==> config.mk <==
export PLATFORM = sky130hd
export DESIGN_NAME = operand_queue_flat
export DESIGN_NICKNAME = d
export VERILOG_FILES = /design/src/rtl/operand_queue_if.sv /design/src/rtl/operand_queue.sv /design/src/flat_wrapper.sv
export SDC_FILE = /design/constraint.sdc
export NUM_CORES = 1
export LEC_CHECK = 0
export CAP_MARGIN = 20
export CORE_MARGIN = 2
export CORE_UTILIZATION = 35
export DETAILED_ROUTE_END_ITERATION = 7
export GPL_ROUTABILITY_DRIVEN = 1
export RECOVER_POWER = 50
export SETUP_SLACK_MARGIN = 0.05
export SLEW_MARGIN = 20
export SYNTH_ARGS = -nofsm -noshare
export SYNTH_HDL_FRONTEND = slang
export SYNTH_SLANG_ARGS = --single-unit
==> constraint.sdc <==
create_clock -name clk -period 5.3 [get_ports clk]
set_input_delay 1.06 -clock clk [delete_from_list [all_inputs] [get_ports clk]]
set_output_delay 1.06 -clock clk [all_outputs]
set_load 0.01 [all_outputs]
==> src/rtl/operand_queue_if.sv <==
// operand_queue_if: valid/ready handshakes around the PE operand queue.
// Upstream side carries selector tokens, downstream side feeds the ALU port.
interface operand_queue_if #(
    parameter int DATA_SIZE = 8
);
    logic                 in_valid;
    logic                 in_ready;
    logic [DATA_SIZE-1:0] in_data;
    logic                 out_valid;
    logic                 out_ready;
    logic [DATA_SIZE-1:0] out_data;

    modport master (
        output in_valid,
        input  in_ready,
        output in_data,
        input  out_valid,
        output out_ready,
        input  out_data
    );

    modport slave (
        input  in_valid,
        output in_ready,
        input  in_data,
        output out_valid,
        input  out_ready,
        output out_data
    );
endinterface

==> src/rtl/operand_queue.sv <==
// operand_queue: elastic FWFT operand buffer between selector and ALU.
// Sticky reuse keeps a loop-invariant head alive across handshakes.
module operand_queue #(
    parameter int DATA_SIZE = 8,
    parameter int DEPTH     = 4
) (
    input  logic                   clk,
    input  logic                   rst_n,
    operand_queue_if.slave         q_if,
    input  logic                   flush,
    input  logic                   reuse,
    output logic [$clog2(DEPTH):0] count,
    output logic                   full,
    output logic                   empty
);
    localparam int PW = $clog2(DEPTH);
    localparam int CW = PW + 1;

    logic [DATA_SIZE-1:0] mem_q [DEPTH];
    logic [PW-1:0]        rd_ptr_q;
    logic [PW-1:0]        rd_ptr_d;
    logic [PW-1:0]        wr_ptr_q;
    logic [PW-1:0]        wr_ptr_d;
    logic [CW-1:0]        count_q;
    logic [CW-1:0]        count_d;
    logic                 push;
    logic                 pop;

    assign count = count_q;
    assign full  = (count_q == CW'(DEPTH));
    assign empty = (count_q == '0);

    // in_ready depends on registered count only, never on out_ready
    assign q_if.in_ready  = !full;
    assign q_if.out_valid = !empty;
    assign q_if.out_data  = empty ? '0 : mem_q[rd_ptr_q];

    assign push = q_if.in_valid && !full;
    assign pop  = !empty && q_if.out_ready && !reuse;

    // Next pointers and occupancy; flush wins over push and pop
    always_comb begin
        rd_ptr_d = rd_ptr_q;
        wr_ptr_d = wr_ptr_q;
        count_d  = count_q;
        if (flush) begin
            rd_ptr_d = '0;
            wr_ptr_d = '0;
            count_d  = '0;
        end else begin
            if (push) wr_ptr_d = wr_ptr_q + PW'(1);
            if (pop)  rd_ptr_d = rd_ptr_q + PW'(1);
            case ({push, pop})
                2'b10:   count_d = count_q + CW'(1);
                2'b01:   count_d = count_q - CW'(1);
                default: count_d = count_q;
            endcase
        end
    end

    // Pointer and count registers with synchronous reset
    always_ff @(posedge clk) begin
        if (!rst_n) begin
            rd_ptr_q <= '0;
            wr_ptr_q <= '0;
            count_q  <= '0;
        end else begin
            rd_ptr_q <= rd_ptr_d;
            wr_ptr_q <= wr_ptr_d;
            count_q  <= count_d;
        end
    end

    // Storage write; dropped under reset or flush, never when full
    always_ff @(posedge clk) begin
        if (rst_n && !flush && push) begin
            mem_q[wr_ptr_q] <= q_if.in_data;
        end
    end
endmodule

==> src/flat_wrapper.sv <==
// flat-port wrapper written by rule: the top's interface ports become plain ports
module operand_queue_flat 
#(
    parameter int DATA_SIZE = 8,
    parameter int DEPTH     = 4
)
  (clk, rst_n, flush, reuse, count, full, empty, q_if_in_valid, q_if_in_ready, q_if_in_data, q_if_out_valid, q_if_out_ready, q_if_out_data);
  operand_queue_if #(.DATA_SIZE(DATA_SIZE)) q_if_i ();
  input  logic clk;
  input  logic rst_n;
  input  logic flush;
  input  logic reuse;
  output logic [$clog2(DEPTH):0] count;
  output logic full;
  output logic empty;
  input wire logic [$bits(q_if_i.in_valid)-1:0] q_if_in_valid;
  output wire logic [$bits(q_if_i.in_ready)-1:0] q_if_in_ready;
  input wire logic [$bits(q_if_i.in_data)-1:0] q_if_in_data;
  output wire logic [$bits(q_if_i.out_valid)-1:0] q_if_out_valid;
  input wire logic [$bits(q_if_i.out_ready)-1:0] q_if_out_ready;
  output wire logic [$bits(q_if_i.out_data)-1:0] q_if_out_data;
  assign q_if_i.in_valid = q_if_in_valid;
  assign q_if_in_ready = q_if_i.in_ready;
  assign q_if_i.in_data = q_if_in_data;
  assign q_if_out_valid = q_if_i.out_valid;
  assign q_if_i.out_ready = q_if_out_ready;
  assign q_if_out_data = q_if_i.out_data;
  operand_queue #(.DATA_SIZE(DATA_SIZE), .DEPTH(DEPTH)) u_core (.clk(clk), .rst_n(rst_n), .q_if(q_if_i), .flush(flush), .reuse(reuse), .count(count), .full(full), .empty(empty));
endmodule
==> impl_metrics.json <==
{
  "cp_cell_sequence": "mux4_2, nor2b_1, clkdlybuf4s50_1",
  "yosysTopAreaCell": "edfxtp_1",
  "nNetsFinal": 160,
  "drtPass1Iterations": 4,
  "syn_avg_cell_area_um2": 15.9,
  "grt_pass1_vias": 1010,
  "cp_slowest_cell": "dfxtp_1",
  "antenna_found_initial": 0,
  "max_stage_delay_ns": 0.67,
  "io_pins": 29,
  "gp_congestion": 0.756,
  "worst-path-buf-inv": 1,
  "postCtsHoldBufs": 0,
  "finalPower_w": 0.000657,
  "drc": 0,
  "drive_above_1_share_pct": 14.2,
  "grt_usage_pct": 12.6,
  "finalMaxSlewViolations": 0,
  "drt.antenna.violating_nets": 0,
  "clk_latency_ns": 0.30,
  "cts_buffers": 5,
  "clock.fmax_mhz": 311,
  "first_iter_violations": 46,
  "final_area_um2": 2180,
  "worstPathArrival_ns": 2.16,
  "synth_edf_count": 32,
  "cts-root-buf": "clkbuf_8",
  "hold_viol": 0,
  "yosys_register_bits": 41,
  "netlist_area_um2": 1710,
  "rows": 25,
  "drt_wl_total_mm": 2.94,
  "worst_ep_required_time_ns": 4.24,
  "worstSetupEndpointType": "output port",
  "synth_fp_nets": 128,
  "wl_per_cell_um": 14.1,
  "setup_tns_ns": 0,
  "ys.flop_type": "edfxtp_1",
  "path_max_fanout": 8,
  "critPathTopFamily": "flip-flops",
  "status": "finished clean",
  "synthToLayoutAreaGrowth_pct": 27.2,
  "hold_path.class": "flip-flop to flip-flop",
  "setup_viol": 0,
  "yosysWarnings": 0,
  "power.density_nw_per_um2": 301,
  "core_area_um2": 4720,
  "vias": 958,
  "critPathKind": "flip-flop to output port",
  "grt-ovfl-total": 0,
  "seqCellArea_um2": 1140,
  "cts_num_sinks": 41,
  "finalCriticalPeriod_ns": 3.22,
  "diodes": 0,
  "synth.area.top_cells": "edfxtp_1 (56%), dfxtp_1 (11%), mux4_2 (11%), ha_1 (3.6%), nor2b_1 (3.3%)",
  "multi_input_area_um2": 517,
  "async_reset_ff_share_pct": 0,
  "io_buffers": 28,
  "cts_tree": "done",
  "post_cts.repair.setup_buffers": 0,
  "fp.dieW_um": 74.0,
  "finalCritPeriodShare_pct": 60.7,
  "relSlewSlack_pct": 63.2,
  "p_leak_nw": 0.733,
  "ctsHtreeMaxLevel": 2,
  "hpwl_mm": 2.00,
  "critPathLaunchType": "flip-flop",
  "grt_max_degree": 16,
  "placed_cell_area_um2": 2060,
  "worst_pin_slew_ns": 0.551,
  "synth.distinct_cells": 26,
  "num-fill-cells": 421,
  "clock_path_buffers": 2,
  "via_per_inst": 4.61,
  "clock-skew-final_ns": 0.0118,
  "path_clk_slew_ns": 0.08,
  "die_area_um2": 5470,
  "synthesis.instances": 108,
  "rsz0062_at_grt": "no",
  "synth_top_area_share_pct": 56.1,
  "initial_core_util_pct": 36.3,
  "yosysSeqAreaShare_pct": 66.6,
  "die_h_um": 74.0,
  "cts_resized": 0,
  "vdd_drop_max_mv": 0.132,
  "grt_pass1_wl_mm": 4.89,
  "cap_violations": 0
}
-- Yosys cell counts (all sizes together) (2+ instances only) --
master  number
inv          8
or3          3
nand2        2
mux4         8
ha           5
nor2         4
buf          2
dfxtp        9
nor2b        9
edfxtp      32
and3         4
a21oi        5
clkbuf       2
nand2b       2
o21ai        3
xor2         2
-- cell type report --
class | count | area share [%]
Multi-Input combinational cell | 55 | 23.7
Clock buffer | 6 | 3.79
Inverter | 8 | 1.38
Sequential cell | 41 | 52.4
Clock inverter | 2 | 1.72
Tap cell | 67 | 3.85
Timing Repair Buffer | 29 | 13.2
-- layer usage --
metal  GRT usage, %  routed length, um  up-vias
li1               -                  -      460
met1           15.2               1300      465
met4           8.28                 87        0
met5              0                  0        -
met2           20.4               1430       25
met3           2.85                118        8
-- power breakdown --
part / switching [W] / leakage, nW / internal, W
clock: 0.000106 / 0.0574 / 0.000153
sequential: 0.00000243 / 0.362 / 0.000350
combinational: 0.0000207 / 0.313 / 0.0000242
total: 0.000130 / 0.733 / 0.000527
-- layout by cell type (no fill, tap or decap) --
master and n:
a21oi_1 5, inv_1 8, nor2_1 4, clkinvlp_4 1
mux2i_1 1, xor2_1 2, nand4_1 1, o21ai_0 3
o31ai_2 1, nor3_1 1, and3_1 4, buf_4 1
or3b_4 1, fa_1 1, dfxtp_1 9, clkbuf_8 6
nand2b_1 2, nand2_1 2, nor2b_1 9, bufinv_16 1
nand3b_1 1, mux4_2 8, dlygate4sd3_1 10, ha_1 5
edfxtp_1 32, or3_1 3, clkdlybuf4s50_1 18, and2_4 1
-- cells by family (layout without fill, tap and decap cells) --
logic type | count (synthesis) | after routing | share of synthesized area (%)
mux | 9 | 9 | 11.1
fa+ha+maj | 6 | 6 | 4.82
flops | 41 | 41 | 66.6
buf+inv | 12 | 45 | 3.14
xor+xnor | 2 | 2 | 1.02
simple gates | 29 | 29 | 10.3
compound gates | 9 | 9 | 3.07
-- tightest hold or removal path: stages (launching register included) --
cell	delay [ns]
dfxtp_1	0.31
o21ai_0	0.07
a21oi_1	0.07
-- per-stage QoR --
stage / hold WS [ns] / instances / setup WS (ns) / utilization [%]
detailed placement: 0.500 / 200 / 2.22 / 43.7
floorplan: 0.459 / 108 / 2.76 / -
CTS: 0.510 / 208 / 1.99 / 46.2
global route: 0.550 / 208 / 1.90 / 46.1
finish: 0.504 / 208 / 2.08 / 46.1
global placement: 0.482 / 200 / 2.32 / 43.7
-- sequential cells by signal, indices dropped and copies added (netlist names), named ones only --
register and cells:
u_core.count 3, u_core.mem_q 32, u_core.rd_ptr_q 2, u_core.wr_ptr_q 2
-- final timing paths --
kind                      start          endpoint  slack (ns)  cells past startpoint
max                   flip-flop  q_if_out_data[4]        2.08                      3
min          u_core.rd_ptr_q[1]         flip-flop        0.50                      2
max reg2reg     u_core.count[2]   u_core.count[2]        2.93                      9
min reg2reg  u_core.rd_ptr_q[1]         flip-flop        0.50                      2
No activity file was read; power rests on OpenSTA's default activity.
